<file path="src/rtl/mux_sel_sequencer.sv">
// -----------------------------------------------------------------------------
// mux_sel_sequencer
//
// Control stage that sits in front of the source-select 2:1 mux and drives its
// two select qualifiers. The mux passes source b only while sel_b1 & sel_b2 is
// high, otherwise source a.
//
// The block does three things:
//   * debounces the raw switch request (req_b) into a filtered level (req_f),
//   * waits for the downstream consumer to be idle before switching to b,
//   * keeps b selected for a minimum dwell, then releases the selects in stages:
//     sel_b2 drops first and sel_b1 follows HOLD cycles later.
//
// Parameters
//   STABLE    : consecutive samples req_b must hold a new level before req_f
//               follows it (>= 1)
//   MIN_DWELL : minimum number of cycles spent in SEL_B (>= 1)
//   HOLD      : number of cycles spent in DRAIN, with sel_b1 still high (>= 1)
//
// Ports
//   clk        in   single clock, all state updates on its rising edge
//   resetn     in   asynchronous, active-low reset
//   req_b      in   raw request to select source b (level, may glitch)
//   busy       in   consumer busy; blocks a switch into b while high
//   sel_b1     out  first mux select qualifier (registered)
//   sel_b2     out  second mux select qualifier (registered)
//   state      out  FSM state: IDLE_A=0, ARM=1, SEL_B=2, DRAIN=3
//   switch_cnt out  number of completed entries into SEL_B, modulo 256
// -----------------------------------------------------------------------------
module mux_sel_sequencer #(
  parameter int STABLE    = 3,
  parameter int MIN_DWELL = 4,
  parameter int HOLD      = 2
) (
  input  logic       clk,
  input  logic       resetn,
  input  logic       req_b,
  input  logic       busy,
  output logic       sel_b1,
  output logic       sel_b2,
  output logic [1:0] state,
  output logic [7:0] switch_cnt
);

  // Each counter is one bit wider than needed to hold its load value.
  localparam int CNT_W   = $clog2(STABLE) + 1;
  localparam int DWELL_W = $clog2(MIN_DWELL) + 1;
  localparam int HOLD_W  = $clog2(HOLD) + 1;

  localparam logic [CNT_W-1:0]   CNT_LAST   = CNT_W'(STABLE - 1);
  localparam logic [DWELL_W-1:0] DWELL_LOAD = DWELL_W'(MIN_DWELL - 1);
  localparam logic [HOLD_W-1:0]  HOLD_LOAD  = HOLD_W'(HOLD - 1);

  typedef enum logic [1:0] {
    IDLE_A = 2'd0,
    ARM    = 2'd1,
    SEL_B  = 2'd2,
    DRAIN  = 2'd3
  } state_t;

  // ---------------------------------------------------------------------------
  // State registers
  // ---------------------------------------------------------------------------
  logic               req_f_q,      req_f_d;
  logic [CNT_W-1:0]   cnt_q,        cnt_d;
  state_t             state_q,      state_d;
  logic [DWELL_W-1:0] dwell_q,      dwell_d;
  logic [HOLD_W-1:0]  hold_q,       hold_d;
  logic [7:0]         switch_cnt_q, switch_cnt_d;
  logic               sel_b1_q,     sel_b1_d;
  logic               sel_b2_q,     sel_b2_d;

  // ---------------------------------------------------------------------------
  // Debounce filter
  // cnt counts consecutive samples where req_b disagrees with req_f. Any sample
  // that agrees again throws the partial count away, so a glitch shorter than
  // STABLE samples never reaches the FSM.
  // ---------------------------------------------------------------------------
  always_comb begin
    req_f_d = req_f_q;
    cnt_d   = cnt_q;
    if (req_b == req_f_q) begin
      cnt_d = '0;
    end else if (cnt_q == CNT_LAST) begin
      req_f_d = req_b;
      cnt_d   = '0;
    end else begin
      cnt_d = cnt_q + CNT_W'(1);
    end
  end

  // ---------------------------------------------------------------------------
  // Sequencing FSM
  // The FSM looks at req_f_q, i.e. the filtered level before this edge's filter
  // update, which adds one cycle between req_f changing and the FSM reacting.
  // ---------------------------------------------------------------------------
  always_comb begin
    state_d      = state_q;
    dwell_d      = dwell_q;
    hold_d       = hold_q;
    switch_cnt_d = switch_cnt_q;

    case (state_q)
      IDLE_A: begin
        if (req_f_q) begin
          state_d = ARM;
        end
      end

      ARM: begin
        // Abort wins over a simultaneous drop of busy.
        if (!req_f_q) begin
          state_d = IDLE_A;
        end else if (!busy) begin
          state_d      = SEL_B;
          dwell_d      = DWELL_LOAD;
          switch_cnt_d = switch_cnt_q + 8'd1;
        end
      end

      SEL_B: begin
        // busy is deliberately ignored here: once on b we only leave on a
        // filtered request drop after the dwell has expired.
        if ((dwell_q == '0) && !req_f_q) begin
          state_d = DRAIN;
          hold_d  = HOLD_LOAD;
        end else if (dwell_q != '0) begin
          dwell_d = dwell_q - DWELL_W'(1);
        end
      end

      DRAIN: begin
        // Fixed-length release; a returning request only re-arms from IDLE_A.
        if (hold_q == '0) begin
          state_d = IDLE_A;
        end else begin
          hold_d = hold_q - HOLD_W'(1);
        end
      end

      default: begin
        state_d = IDLE_A;
      end
    endcase
  end

  // Selects are decoded from the next state so that, once registered, they
  // line up exactly with the registered state (Moore, no input-to-output path).
  always_comb begin
    sel_b1_d = (state_d != IDLE_A);
    sel_b2_d = (state_d == SEL_B);
  end

  // ---------------------------------------------------------------------------
  // All flops. Reset is asynchronous so the mux falls back to source a at once,
  // even mid-SEL_B and without a running clock.
  // ---------------------------------------------------------------------------
  always_ff @(posedge clk or negedge resetn) begin
    if (!resetn) begin
      req_f_q      <= 1'b0;
      cnt_q        <= '0;
      state_q      <= IDLE_A;
      dwell_q      <= '0;
      hold_q       <= '0;
      switch_cnt_q <= 8'd0;
      sel_b1_q     <= 1'b0;
      sel_b2_q     <= 1'b0;
    end else begin
      req_f_q      <= req_f_d;
      cnt_q        <= cnt_d;
      state_q      <= state_d;
      dwell_q      <= dwell_d;
      hold_q       <= hold_d;
      switch_cnt_q <= switch_cnt_d;
      sel_b1_q     <= sel_b1_d;
      sel_b2_q     <= sel_b2_d;
    end
  end

  assign sel_b1     = sel_b1_q;
  assign sel_b2     = sel_b2_q;
  assign state      = state_q;
  assign switch_cnt = switch_cnt_q;

endmodule

</file>
<file path="config.mk">
export PLATFORM = sky130hd
export DESIGN_NAME = mux_sel_sequencer
export DESIGN_NICKNAME = d
export VERILOG_FILES = /design/src/rtl/mux_sel_sequencer.sv
export SDC_FILE = /design/constraint.sdc
export NUM_CORES = 1
export LEC_CHECK = 0
export CORE_UTILIZATION = 64
export CTS_CLUSTER_DIAMETER = 120
export DETAILED_ROUTE_END_ITERATION = 8
export DONT_BUFFER_PORTS = 1
export PLACE_DENSITY = 0.77
export SKIP_LAST_GASP = 1
export SLEW_MARGIN = 20
export SYNTH_ARGS = -nofsm -noshare
export SYNTH_HDL_FRONTEND = slang
export SYNTH_SLANG_ARGS = --single-unit
</file>
<file path="constraint.sdc">
create_clock -name clk -period 2.52 [get_ports clk]
set_clock_uncertainty 0.1 [all_clocks]
set_input_delay 0.504 -clock clk [delete_from_list [all_inputs] [get_ports clk]]
set_output_delay 0.504 -clock clk [all_outputs]
set_load 0.02 [all_outputs]
</file>
==> key figures <==
Run status
  • Status: finished clean

Die
  • Die H: 42.0 µm
  • Row count: 14
  • Die width: 42.0 µm
  • Initial core utilization: 67.9%
  • Core box area: 1510 µm²
  • Die area: 1760 µm²
  • # IOs: 16

CTS
  • Clock sink count: 21
  • CTS tree: built
  • CTS root buffer: clkbuf_4
  • Clock-pin slew on the worst setup and hold paths: 0.11 ns
  • Longest Clk Path Bufs: 2
  • Post-CTS sizing: 0
  • Clock latency at the later pin of the worst-skew pair: 0.29 ns
  • Num CTS Buffers: 3
  • H-tree Lvls: 1

GRT
  • Largest net degree at the start of global routing: 22
  • Initial antenna violation count: 0
  • Overall global routing resource usage: 20.2%
  • Vias in the first global route: 616
  • GR Overflow Total: 0
  • First-pass GRT wire length: 2660 µm

Power and ir drop
  • Pwr per Cell Area: 1110 nW/µm²
  • P_int: 0.693 mW
  • Power Total: 1.17 mW
  • Combinational share of power: 30.4%
  • Part of the power in registers: 56.5%
  • VDD IR max: 0.658 mV
  • Sw frac: 41.0%
  • Psw: 0.481 mW
  • Leak pwr: 0.514 nW
  • Clock power frac: 13.1%

Critical path
  • Crit path required time: 2.65 ns
  • Most numerous cell on the critical path: ha_1
  • Critical Path Sink Type: flip-flop
  • CP max-delay cell: nor3b_1
  • Worst path max stage delay: 0.48 ns
  • Crit path launch type: flip-flop
  • CP Max Fanout: 5
  • R2R Path Start: dwell_q[0]
  • CP startpoint: dwell_q[0]
  • Setup CP Type: reg -> reg
  • CP Data Arrival Time: 1.80 ns
  • CP Cell Sequence: inv_1 > ha_1 > ha_1 > nor3b_1 > mux2i_1

Final layout
  • Share of cells above drive strength 1: 7.22%
  • Nets: 106
  • Util after Layout: 69.9%
  • Synthesis-to-layout area growth: 2.93%
  • Antenna cell count: 0

Drt
  • WL final: 1510 µm
  • Top sig layer: met4
  • Initial DRC Count: 7
  • DR pass1 iterations: 3
  • Via Count: 647
  • Vias per cell: 5.73
  • DRC: 0
  • DR WL met3: 52 µm
  • Final ANT Viol Nets: 0
  • Metal-1 WL: 751 µm
  • Met2 wire length: 697 µm
  • DR WL/cell: 13.4 µm

Synth
  • Synth top area share: 51.3%
  • Yosys cell types: 25
  • Commonest cells in the netlist: dfrtp_1 (21), nand2_1 (14), inv_1 (7), o21ai_0 (7)
  • Synth warn: 0
  • Top post-synthesis cells by area: dfrtp_1 (51%), nand2_1 (5.1%), ha_1 (4.9%), xor2_1 (4.3%), o21ai_0 (3.4%)
  • Synthesized area per cell: 10.8 µm²
  • Main synth FF type: dfrtp_1
  • Synth Instances: 95
  • Post-synth EDFFs: 0
  • Sequential area share after synthesis: 51.3%
  • Cell with the most instances after synthesis: dfrtp_1
  • Seq cells post-synth: 21
  • Post-synth net total: 103
  • Yosys top cell by area: dfrtp_1
  • Async SR Flop Fraction: 100%
  • Netlist Area Pre-Place: 1020 µm²

Min path
  • HP Class: in -> reg
  • Worst hold start: req_b

STA
  • Slew HR: 38.7%
  • RSZ-0062 raised after global routing: false
  • Final Slew Violations: 0
  • Setup TNS: 0 ns
  • Share of the clock period used by the worst path: 66.6%
  • Minimum clock period: 1.68 ns
  • Endpoints failing hold: 0
  • Worst slew pin tran: 0.917 ns
  • Achievable clock frequency: 0.596 GHz
  • Setup-failing EPs final: 0

Place
  • # port buffers: 0
  • Dpl hpwl: 1100 µm
  • RePlAce Congestion: 0.693

Job
  • Max cap viols: 0
## metal layers
layer | global-route usage [%] | up-vias
li1 | - | 323
met1 | 28.7 | 313
met4 | 7.74 | 0
met2 | 30.3 | 9
met5 | 0 | -
met3 | 4.74 | 2
## power groups by stage
| stage | Clock, mW | Combinational [mW] | Sequential, mW |
|---|---|---|---|
| after floorplan | 0 | 0.348 | 0.614 |
| after global placement | 0 | 0.333 | 0.663 |
| after detailed placement | 0 | 0.349 | 0.672 |
| after CTS | 0.162 | 0.360 | 0.664 |
| after global routing | 0.173 | 0.416 | 0.683 |
| final | 0.154 | 0.357 | 0.663 |
## cell usage in the layout (no fill, tap or decap), types with 4 or more instances in the layout
| master | Yosys | layout |
|---|---|---|
| dfrtp_1 | 21 | 21 |
| nand2_1 | 14 | 14 |
| inv_1 | 7 | 7 |
| o21ai_0 | 7 | 7 |
| nor3_1 | 5 | 5 |
| xor2_1 | 5 | 5 |
| a21oi_1 | 4 | 4 |
| xnor2_1 | 4 | 4 |
| ha_1 | 4 | 4 |
## what timing repair did
item,4_1_cts,5_1_grt
hold buffers,1,0
buffers inserted,0,0
endpoints found under the setup margin,0,0
hold endpoints to repair,21,0
## critical path: cells and delay by family (launching register included)
family,cells,cell delay [ns]
fa+ha+maj,2,0.37
simple gates,1,0.48
flops,1,0.38
buf+inv,1,0.05
mux,1,0.24
## state kept, by name, summed over array words and instances, names as in the netlist
signal / count
state: 2
cnt_q: 3
sel_b1: 1
sel_b2: 1
hold_q: 2
switch_cnt: 8
req_f_q: 1
dwell_q: 3
## worst paths after layout
| path | endpoint | slack [ns] | depth (start not counted) |
|---|---|---|---|
| worst max-delay path | dwell_q[2] | 0.84 | 5 |
| worst min register to register | dwell_q[0] | 0.39 | 1 |
| worst min-delay path | req_f_q | 0.24 | 2 |
| min in group asynchronous | switch_cnt[5] | 0.68 | 1 |
| max in group asynchronous | state[0] | 1.08 | 1 |
| worst max register to register | dwell_q[2] | 0.84 | 5 |
## through the flow
stage	setup slack (ns)	cell area (µm²)	hold slack [ns]	cells
detailed placement	0.837	1020	0.109	108
finish	0.842	1050	0.237	113
global route	0.709	1050	0.249	113
CTS	0.826	1050	0.226	113
global placement	0.893	1020	0.109	108
floorplan	0.958	1020	0.108	95
## logic make-up (layout without fill, tap and decap cells)
| kind of cell | count (synthesis) | in the layout | synth area share (%) |
|---|---|---|---|
| fa+ha+maj | 4 | 4 | 4.89 |
| mux | 2 | 2 | 1.96 |
| simple gates | 36 | 36 | 21.9 |
| buf+inv | 10 | 12 | 5.26 |
| compound gates | 13 | 13 | 6.97 |
| flops | 21 | 21 | 51.3 |
| xor+xnor | 9 | 9 | 7.70 |
## layout make-up
cell class | instances | area [µm²]
sequential | 21 | 526
timing repair buffer | 1 | 10.0
clock inverter | 1 | 5.00
fill | 131 | 453
multi-input combinational | 64 | 444
inverter | 7 | 26.3
clock buffer | 3 | 22.5
tap | 16 | 20.0
(Power assumes the default switching activity.)
